<file path="config.mk">
export PLATFORM = sky130hd
export DESIGN_NAME = qam16_frame_ctrl
export DESIGN_NICKNAME = d
export VERILOG_FILES = /design/src/rtl/qam16_pkg.sv /design/src/rtl/qam16_scrambler.sv /design/src/rtl/qam16_frame_ctrl.sv
export SDC_FILE = /design/constraint.sdc
export NUM_CORES = 1
export LEC_CHECK = 0
export ABC_CLOCK_PERIOD_IN_PS = 2940
export CAP_MARGIN = 25
export CORE_UTILIZATION = 53
export DETAILED_ROUTE_END_ITERATION = 8
export GPL_TIMING_DRIVEN = 0
export PLACE_DENSITY = 0.83
export SLEW_MARGIN = 20
export SYNTH_ARGS = -nofsm -noshare
export SYNTH_HDL_FRONTEND = slang
export SYNTH_SLANG_ARGS = --single-unit
</file>
<file path="constraint.sdc">
create_clock -name clk -period 2.94 [get_ports clk]
set_clock_uncertainty 0.05 [all_clocks]
set_input_delay 0.588 -clock clk [delete_from_list [all_inputs] [get_ports clk]]
set_output_delay 0.588 -clock clk [all_outputs]
set_load 0.005 [all_outputs]
</file>
<file path="src/rtl/qam16_pkg.sv">
// qam16_pkg
//   Shared definitions for the 16QAM frame scheduler slice.
//   - state_t        : frame sequencer states
//   - PREAMBLE_EVEN  : preamble code presented on even preamble indices
//   - PREAMBLE_ODD   : preamble code presented on odd preamble indices
//   - LFSR_SEED      : whitening LFSR seed (used only when QAM16_SCRAMBLE_EN is defined)
//   - code_to_i/q    : split a 4-bit symbol code into its signed I and Q levels
//   - lfsr_step      : one step of the 7-bit whitening LFSR
package qam16_pkg;

  typedef enum logic [1:0] {
    ST_IDLE,
    ST_PREAMBLE,
    ST_PAYLOAD,
    ST_GUARD
  } state_t;

  localparam logic [3:0] PREAMBLE_EVEN = 4'hA;
  localparam logic [3:0] PREAMBLE_ODD  = 4'h5;
  localparam logic [6:0] LFSR_SEED     = 7'h7F;

  // The odd code bits carry I and the even code bits carry Q, MSB first,
  // so each 2-bit level is a signed value for the I/Q multiplier stage.
  function automatic logic [1:0] code_to_i(input logic [3:0] code);
    return {code[3], code[1]};
  endfunction

  function automatic logic [1:0] code_to_q(input logic [3:0] code);
    return {code[2], code[0]};
  endfunction

  // New bit is shifted in at the LSB, so after a step the fresh bit is s[0].
  function automatic logic [6:0] lfsr_step(input logic [6:0] s);
    return {s[5:0], s[6] ^ s[5]};
  endfunction

endpackage

</file>
<file path="src/rtl/qam16_scrambler.sv">
// qam16_scrambler
//   7-bit whitening LFSR that advances four steps per payload symbol and
//   exposes the four new bits as a code mask. Only instantiated by
//   qam16_frame_ctrl when QAM16_SCRAMBLE_EN is defined.
// Ports:
//   clk   in   system clock
//   reset in   synchronous active-high reset (reloads the seed)
//   load  in   reload the seed (frame start)
//   step  in   advance four steps (payload symbol consumed)
//   mask  out  whitening mask for the current payload symbol; the first
//              new bit lands in mask[3], the last in mask[0]
module qam16_scrambler
  import qam16_pkg::*;
(
  input  logic       clk,
  input  logic       reset,
  input  logic       load,
  input  logic       step,
  output logic [3:0] mask
);

  logic [6:0] lfsr;
  logic [6:0] s1, s2, s3, s4;

  // Unroll the four steps combinationally so the mask for this symbol is
  // available in the same cycle the symbol is registered.
  assign s1   = lfsr_step(lfsr);
  assign s2   = lfsr_step(s1);
  assign s3   = lfsr_step(s2);
  assign s4   = lfsr_step(s3);
  assign mask = {s1[0], s2[0], s3[0], s4[0]};

  // Seed register: reloaded at every frame start, advanced once per payload tick.
  always_ff @(posedge clk) begin
    if (reset) begin
      lfsr <= LFSR_SEED;
    end else if (load) begin
      lfsr <= LFSR_SEED;
    end else if (step) begin
      lfsr <= s4;
    end
  end

endmodule

</file>
<file path="src/rtl/qam16_frame_ctrl.sv">
// qam16_frame_ctrl
//   Frame scheduler for the 16QAM modulator. Owns the symbol-rate timebase
//   and sequences each frame as PREAMBLE_LEN alternating A/5 symbols,
//   PAYLOAD_LEN symbols pulled from a valid/ready source, then GUARD_LEN
//   silent symbol periods.
//   Optional macro QAM16_SCRAMBLE_EN: payload codes (including underrun
//   zeros) are XORed with a whitening mask from qam16_scrambler.
// Ports:
//   clk        in   system clock, rising edge
//   reset      in   synchronous active-high reset
//   start      in   frame request, sampled only in IDLE
//   s_data     in   payload symbol code
//   s_valid    in   s_data valid
//   s_ready    out  payload symbol consumed this cycle (combinational)
//   sym_code   out  current symbol code (registered)
//   sym_i      out  signed I level {sym_code[3], sym_code[1]}
//   sym_q      out  signed Q level {sym_code[2], sym_code[0]}
//   sym_stb    out  one-cycle pulse when a new sym_code is presented
//   mod_en     out  high while a preamble or payload symbol is presented
//   busy       out  frame in progress
//   frame_done out  one-cycle pulse with the final guard strobe
//   underrun   out  sticky: a payload tick found s_valid low
module qam16_frame_ctrl
  import qam16_pkg::*;
#(
  parameter int unsigned SYM_DIV      = 4,
  parameter int unsigned PREAMBLE_LEN = 8,
  parameter int unsigned PAYLOAD_LEN  = 64,
  parameter int unsigned GUARD_LEN    = 4
) (
  input  logic       clk,
  input  logic       reset,
  input  logic       start,
  input  logic [3:0] s_data,
  input  logic       s_valid,
  output logic       s_ready,
  output logic [3:0] sym_code,
  output logic [1:0] sym_i,
  output logic [1:0] sym_q,
  output logic       sym_stb,
  output logic       mod_en,
  output logic       busy,
  output logic       frame_done,
  output logic       underrun
);

  localparam int unsigned MAX_LEN =
    (PREAMBLE_LEN >= PAYLOAD_LEN && PREAMBLE_LEN >= GUARD_LEN) ? PREAMBLE_LEN :
    (PAYLOAD_LEN >= GUARD_LEN) ? PAYLOAD_LEN : GUARD_LEN;
  localparam int unsigned IDX_W = (MAX_LEN > 1) ? $clog2(MAX_LEN) : 1;
  localparam int unsigned CNT_W = $clog2(SYM_DIV);

  localparam logic [CNT_W-1:0] CNT_LAST = CNT_W'(SYM_DIV - 1);
  localparam logic [IDX_W-1:0] PRE_LAST = IDX_W'(PREAMBLE_LEN - 1);
  localparam logic [IDX_W-1:0] PAY_LAST = IDX_W'(PAYLOAD_LEN - 1);
  localparam logic [IDX_W-1:0] GRD_LAST = IDX_W'(GUARD_LEN - 1);

  state_t           state;
  logic [CNT_W-1:0] sym_cnt;
  logic [IDX_W-1:0] idx;
  logic             tick;
  logic             start_accept;
  logic [3:0]       raw_code;
  logic [3:0]       payload_code;

  // A tick is the first clock of each symbol period while a frame runs.
  assign tick         = (state != ST_IDLE) && (sym_cnt == '0);
  assign start_accept = (state == ST_IDLE) && start;
  // Gated by reset so an aborted frame can never consume a symbol.
  assign s_ready      = !reset && (state == ST_PAYLOAD) && tick;
  assign busy         = (state != ST_IDLE);
  assign sym_i        = code_to_i(sym_code);
  assign sym_q        = code_to_q(sym_code);
  // An empty source still produces a symbol so the frame length stays fixed.
  assign raw_code     = s_valid ? s_data : 4'h0;

`ifdef QAM16_SCRAMBLE_EN
  logic [3:0] mask;

  qam16_scrambler u_scrambler (
    .clk   (clk),
    .reset (reset),
    .load  (start_accept),
    .step  (s_ready),
    .mask  (mask)
  );

  assign payload_code = raw_code ^ mask;
`else
  assign payload_code = raw_code;
`endif

  // Frame sequencer: timebase, symbol index and every registered output.
  // Outputs only change on the edge closing a tick cycle; sym_stb and
  // frame_done default low so they last exactly one cycle.
  always_ff @(posedge clk) begin
    if (reset) begin
      state      <= ST_IDLE;
      sym_cnt    <= '0;
      idx        <= '0;
      sym_code   <= 4'h0;
      sym_stb    <= 1'b0;
      mod_en     <= 1'b0;
      frame_done <= 1'b0;
      underrun   <= 1'b0;
    end else begin
      sym_stb    <= 1'b0;
      frame_done <= 1'b0;

      if (state != ST_IDLE) begin
        sym_cnt <= (sym_cnt == CNT_LAST) ? '0 : sym_cnt + CNT_W'(1);
      end

      case (state)
        ST_IDLE: begin
          if (start_accept) begin
            state    <= ST_PREAMBLE;
            sym_cnt  <= '0;
            idx      <= '0;
            underrun <= 1'b0;
          end
        end

        ST_PREAMBLE: begin
          if (tick) begin
            sym_code <= idx[0] ? PREAMBLE_ODD : PREAMBLE_EVEN;
            sym_stb  <= 1'b1;
            mod_en   <= 1'b1;
            if (idx == PRE_LAST) begin
              state <= ST_PAYLOAD;
              idx   <= '0;
            end else begin
              idx <= idx + IDX_W'(1);
            end
          end
        end

        ST_PAYLOAD: begin
          if (tick) begin
            sym_code <= payload_code;
            sym_stb  <= 1'b1;
            mod_en   <= 1'b1;
            if (!s_valid) begin
              underrun <= 1'b1;
            end
            if (idx == PAY_LAST) begin
              state <= ST_GUARD;
              idx   <= '0;
            end else begin
              idx <= idx + IDX_W'(1);
            end
          end
        end

        ST_GUARD: begin
          if (tick) begin
            sym_code <= 4'h0;
            sym_stb  <= 1'b1;
            mod_en   <= 1'b0;
            if (idx == GRD_LAST) begin
              state      <= ST_IDLE;
              idx        <= '0;
              frame_done <= 1'b1;
            end else begin
              idx <= idx + IDX_W'(1);
            end
          end
        end

        default: state <= ST_IDLE;
      endcase
    end
  end

endmodule

</file>
==> impl_metrics.toml, run 1 <==
[outcome]
status = "complete, no violations"

[drt]
drt-initial-drc-count = 56
via_per_inst = 5.930
routedWlPerCell_um = 14.03
first_pass_iters = 5
ant_nets = 0
drc = 0
vias = 1020
wirelength_mm = 2.414

[timing]
worst_pin_slew_ps = 494.2
setup_viol = 0
relSlewSlack = 0.6706
rsz0062_at_grt = "false"
drv_slew = 0
fmax_mhz = 366.5
tns_ps = 0
final-hold-violation-count = 0
min_period_ps = 2728
min_period_over_period = 0.9280

[power_and_ir_drop]
p_per_area_nw_per_um2 = 869.1
intPower_uw = 709.0
share_seq_of_total_power = 0.305
p_leak_uw = 0.0005035
switching_power_uw = 433.9
power.ir.vdd_worst_mv = 0.5321
clockPowerShare = 0.141
combPwrFrac = 0.554
switching_share = 0.3797

[synth]
synth.avg_cell_area_um2 = 8.494
synthesis.instances = 123
synth_xor_xnor_area_share = 0
ys_warn_count = 0
synth.most_common_cell = "dfxtp_1"
synth.top_cell.area_share = 0.3449
synth_edf_count = 0
synth_cell_type_count = 40
ys_top_cells_by_count = "18 x dfxtp_1, 15 x nor2_1, 8 x ha_1"
ys_ff_latch = 18
async_flop_share = 0
synth-seq-area-share = 0.3449
synth-simple-area-share = 0.2216
synthAdderAreaFrac = 0.09581
synth_compound_area_frac = 0.2467
synthFlopType = "dfxtp_1"
synth_top_family_by_area = "compound AO/OA/AOI/OAI gates"
synth.area.mux_share = 0.02036
synth_area_leader_cell = "dfxtp_1"
synthesis.area_um2 = 1045
yosys-top-cells-area = "dfxtp_1 34%, ha_1 9.6%, nor2_1 5.4%"
synth_nets = 139

[layout]
nFillCells = 145
fin_nets = 164
syn2layout_area_growth_pct = 25.87
postLayoutCellArea_um2 = 1315
insertedDiodeCount = 0
drive_gt1_frac = 0.1429

[min_path]
holdPathEnd = "sym_code[1]"
holdPathStages = 2
hp-class = "reg -> reg"
hold_start = "sym_code[1]"

[global_route]
grt_pass1_wl_mm = 3.746
grt_antenna_before_repair = 0
grt_max_degree = 11
grt_overflow = 0
track_usage = 0.2512
grt_pass1_vias = 861

[worst_setup_path]
critical-path-slowest-cell = "clkdlybuf4s50_1"
critPathLaunchType = "register"
reg2reg_slack_ps = 740
r2r_end = "state[1]"
cp_max_fo = 6
rr_worst_depth = 6
cp.arrival_ps = 2090
worstPathRequired_ps = 2300
cp-end-kind = "output port"
max_stage_delay_ps = 490
cpLargestDelayFamily = "buffers and inverters"
crit_chain = "inv_1 > ha_1 > nand2b_2 > nor2_1 > and2_1 > clkdlybuf4s50_1"
critPathBufInv = 2
crit_start = "state[0]"
crit_type = "reg -> out"
r2r_start = "idx[0]"

[place]
dpl_cell_area_um2 = 1276
gp_congestion = 0.8518
portBuffers = 20
hpwl_mm = 1.753

[floorplan]
start_util = 0.5860
die-height_um = 46.40
io_pins = 22
die_w_um = 46.40
core_area_um2 = 1783
die_area_um2 = 2153
rows = 15

[clock_tree]
htree_levels = 1
cts_made_buffers = 3
clk_latency_ps = 310
ctsHoldBuffers = 0
clockRootBuffer = "clkbuf_4"
cts_tree = "done"
post_cts_buffers = 0
cts.clk_slew.worst_paths_ps = 110
ctsLongestPathBuffers = 2
cts_sinks = 18

[run]
cap_violations = 0
-- metal layers --
metal / vias up / part of all wire / track usage
met1: 465 / 0.40 / 0.2820
met5: - / 0 / 0
met3: 11 / 0.073 / 0.06275
li1: 496 / - / -
met4: 0 / 0.034 / 0.1647
met2: 48 / 0.49 / 0.4139
-- final cells by class --
class	instances	area [µm²]	share of cell area
sequential	18	360.3	0.2740
inverter	6	22.52	0.01713
clock buffer	4	36.28	0.02759
multi-input combinational	90	613.1	0.4662
timing repair buffer	20	200.2	0.1522
buffer	9	51.30	0.03901
tap	25	31.28	0.02379
-- state kept, by name, summed over array words and instances, names as in the netlist --
name        flops
idx             6
sym_code        4
state           2
sym_cnt         2
frame_done      1
mod_en          1
sym_stb         1
underrun        1
-- worst min-delay path, stage by stage (launching register included) --
cell,delay (ps)
dfxtp_1,330
nor2_1,100
a211oi_1,50
-- cell families after synthesis --
logic type,count (synthesis)
adder cells (fa/ha/maj),8
buffers and inverters,15
AND/OR/NAND/NOR,44
multiplexers,2
flip-flops,18
AO/OA/AOI/OAI,36
-- power by group through the flow --
stage / Combinational [µW] / Sequential [µW] / Clock (µW)
2_1_floorplan: 392 / 352 / 0
3_3_place_gp: 599 / 349 / 0
3_5_place_dp: 623 / 354 / 0
4_1_cts: 626 / 349 / 158
5_1_grt: 691 / 357 / 173
6_report: 633 / 349 / 161
-- through the flow --
stage	setup slack, ps	utilization	hold WS (ps)	cells	total power, µW
after CTS	183.2	0.7361	471.9	172	1134
after global routing	53.95	0.7375	491.3	172	1221
after global placement	555.6	0.7158	452.2	168	948.8
after detailed placement	523.3	0.7158	456.4	168	976.8
final	211.6	0.7375	466.0	172	1143
after floorplan	1016	-	430.9	123	743.1
-- layout by cell type, fill, tap and decap left out, types with 2 or more instances in the layout --
cell type         n
nor2b_1           2
nor4_1            2
a21oi_1           7
clkbuf_4          3
nor3_1            6
ha_1              8
buf_4             4
nand3_1           3
a31oi_1           4
and2_1            2
inv_1             6
nor2_1           15
buf_2             2
dfxtp_1          18
nand2_1           6
clkdlybuf4s50_1  20
o21ai_0           5
clkbuf_1          2
a211oi_1          7
a32oi_1           2
-- worst max path at each step --
stage                     to  slack [ps]  cells past startpoint
finish               s_ready         210                      6
global route         s_ready          50                      6
CTS                  s_ready         180                      6
detailed placement   s_ready         520                      6
global placement     s_ready         560                      6
floorplan           state[1]        1020                      7
-- what timing repair did --
| action | CTS | global route |
|---|---|---|
| endpoints found under the setup margin | 0 | 1 |
| resized for setup | 0 | 1 |
| hold endpoints to repair | 0 | 0 |
Power figures use the tool's default switching activity.
==> run 2, diff against run 1 <==
--- a/config.mk
+++ b/config.mk
@@ -8,9 +8,11 @@
 export ABC_CLOCK_PERIOD_IN_PS = 2940
 export CAP_MARGIN = 25
 export CORE_UTILIZATION = 53
+export CTS_CLUSTER_SIZE = 20
 export DETAILED_ROUTE_END_ITERATION = 8
 export GPL_TIMING_DRIVEN = 0
 export PLACE_DENSITY = 0.83
+export RECOVER_POWER = 25
 export SLEW_MARGIN = 20
 export SYNTH_ARGS = -nofsm -noshare
 export SYNTH_HDL_FRONTEND = slang
==> run 2 against run 1 <==
Compared with the run above:
- non-clock buffer count did not move
- sequential cell count unchanged
- design area is 0.29% lower
- fmax fell by 0.32%
- die area unchanged
- clock power about the same
- sequential share of layout area grew 0.078 points
- clock-buffer cell count stayed put
- register-to-register slack got worse by 40 ps
- combinational power about the same
- critical path depth is the same
- total power down 0.19%
- critical endpoint unchanged
==> impl_metrics.toml, run 2 (synthesis results as in run 1) <==
[outcome]
status = "complete, no violations"

[global_route]
grt.busiest_layer = "met2"
grt_pass1_wl_mm = 3.746
grt_overflow = 0
grt_pass1_vias = 861
grt_antenna_before_repair = 0
grt_max_degree = 11
gr-usage-met3 = 0.06275
use_met2 = 0.4139
track_usage = 0.2512
grt_use_met1 = 0.2820

[worst_setup_path]
critPathLaunchType = "register"
cp-end-kind = "output port"
critical-path-slowest-cell = "clkdlybuf4s50_1"
cp_max_fo = 6
worstPathRequired_ps = 2300
crit_type = "reg -> out"
max_stage_delay_ps = 490
crit_chain = "inv_1 > ha_1 > nand2b_2 > nor2_1 > and2_1 > clkdlybuf4s50_1"
rr_worst_depth = 6
reg2reg_slack_ps = 700
cp.arrival_ps = 2100

[clock_tree]
cts_tree = "done"
clk_latency_ps = 310
ctsLongestPathBuffers = 2
cts_resized = 0
clockRootBuffer = "clkbuf_4"
post_cts_buffers = 0
cts_made_buffers = 3
cts_sinks = 18
htree_levels = 1
ctsHoldBuffers = 0
cts.clk_slew.worst_paths_ps = 100

[timing]
relSlewSlack = 0.6630
worst_pin_slew_ps = 505.5
min_period_ps = 2737
rsz0062_at_grt = "false"
fmax_mhz = 365.4
drv_slew = 0
min_period_over_period = 0.9310
setup_slack_ps = 202.9
setup_viol = 0
tns_ps = 0
final-hold-violation-count = 0

[min_path]
holdPathStages = 2
hp-class = "reg -> reg"

[drt]
drt-initial-drc-count = 65
first_pass_iters = 4
wirelength_mm = 2.421
vias = 1021
via_per_inst = 5.936
ant_nets = 0
drc = 0
routedWlPerCell_um = 14.08

[floorplan]
rows = 15
die_w_um = 46.40
io_pins = 22
die-height_um = 46.40
start_util = 0.5860
die_area_um2 = 2153
core_area_um2 = 1783

[power_and_ir_drop]
finalPower_uw = 1141
power.ir.vdd_worst_mv = 0.5320
p_leak_uw = 0.0005074
p_per_area_nw_per_um2 = 869.9

[layout]
regArea_um2 = 360.3
regMostFlops = "idx"
largest_reg_flops = 6
most-common-layout-cells = "18 x dfxtp_1, 18 x clkdlybuf4s50_1, 15 x nor2_1"
nFillCells = 147
fin_nets = 164
drive_gt1_frac = 0.1361
multi_input_area_um2 = 609.3
syn2layout_area_growth_pct = 25.51
insertedDiodeCount = 0
final_util = 0.7354
largestRegisters = "idx (6), sym_code (4)"

[place]
dp_slack_ps = 523.3
portBuffers = 20
hpwl_mm = 1.753
gp_congestion = 0.8518

[run]
cap_violations = 0
## run 2: changes by cell type in the layout (fill, tap and decap cells not counted)
cell and delta:
or4b_4 -1, clkdlybuf4s50_1 -2, or4b_1 +1, dlygate4sd3_1 +2, clkbuf_1 +1, buf_1 -1
## run 2: final cells by class
cell class              count  area share
clock buffers               4     0.02767
flip-flops and latches     18      0.2748
multi-input cells          90      0.4647
plain buffers               9     0.03912
inverters                   6     0.01718
well taps                  25     0.02385
repair buffers             20      0.1527
## run 2: where the power goes
| group | switching (µW) | internal, µW |
|---|---|---|
| logic | 304 | 330 |
| clock network | 83.8 | 75.8 |
| registers | 45.5 | 302 |
## run 2: worst max-delay path, delay by kind of cell (launching register included)
family / cells / cell delay [ps]
adder cells (fa/ha/maj): 1 / 260
buffers and inverters: 2 / 590
flip-flops: 1 / 400
AND/OR/NAND/NOR: 3 / 530
## run 2: metal layers
metal / part of all wire / vias up
met5: 0 / -
met4: 0.028 / 0
met3: 0.069 / 9
met2: 0.50 / 44
met1: 0.40 / 469
li1: - / 499
## run 2: path summary, 6_finish.rpt
check / from / end
hold / removal: sym_code[1] / sym_code[1]
hold reg to reg: sym_code[1] / sym_code[1]
setup / recovery: state[0] / s_ready
setup reg to reg: idx[0] / state[1]
## run 2: stage by stage
stage               area [µm²]  hold WS, ps  instances
finish                    1311        465.8        172
global route              1311        491.3        172
CTS                       1313        471.9        172
floorplan                 1045        430.9        123
global placement          1276        452.2        168
detailed placement        1276        456.4        168
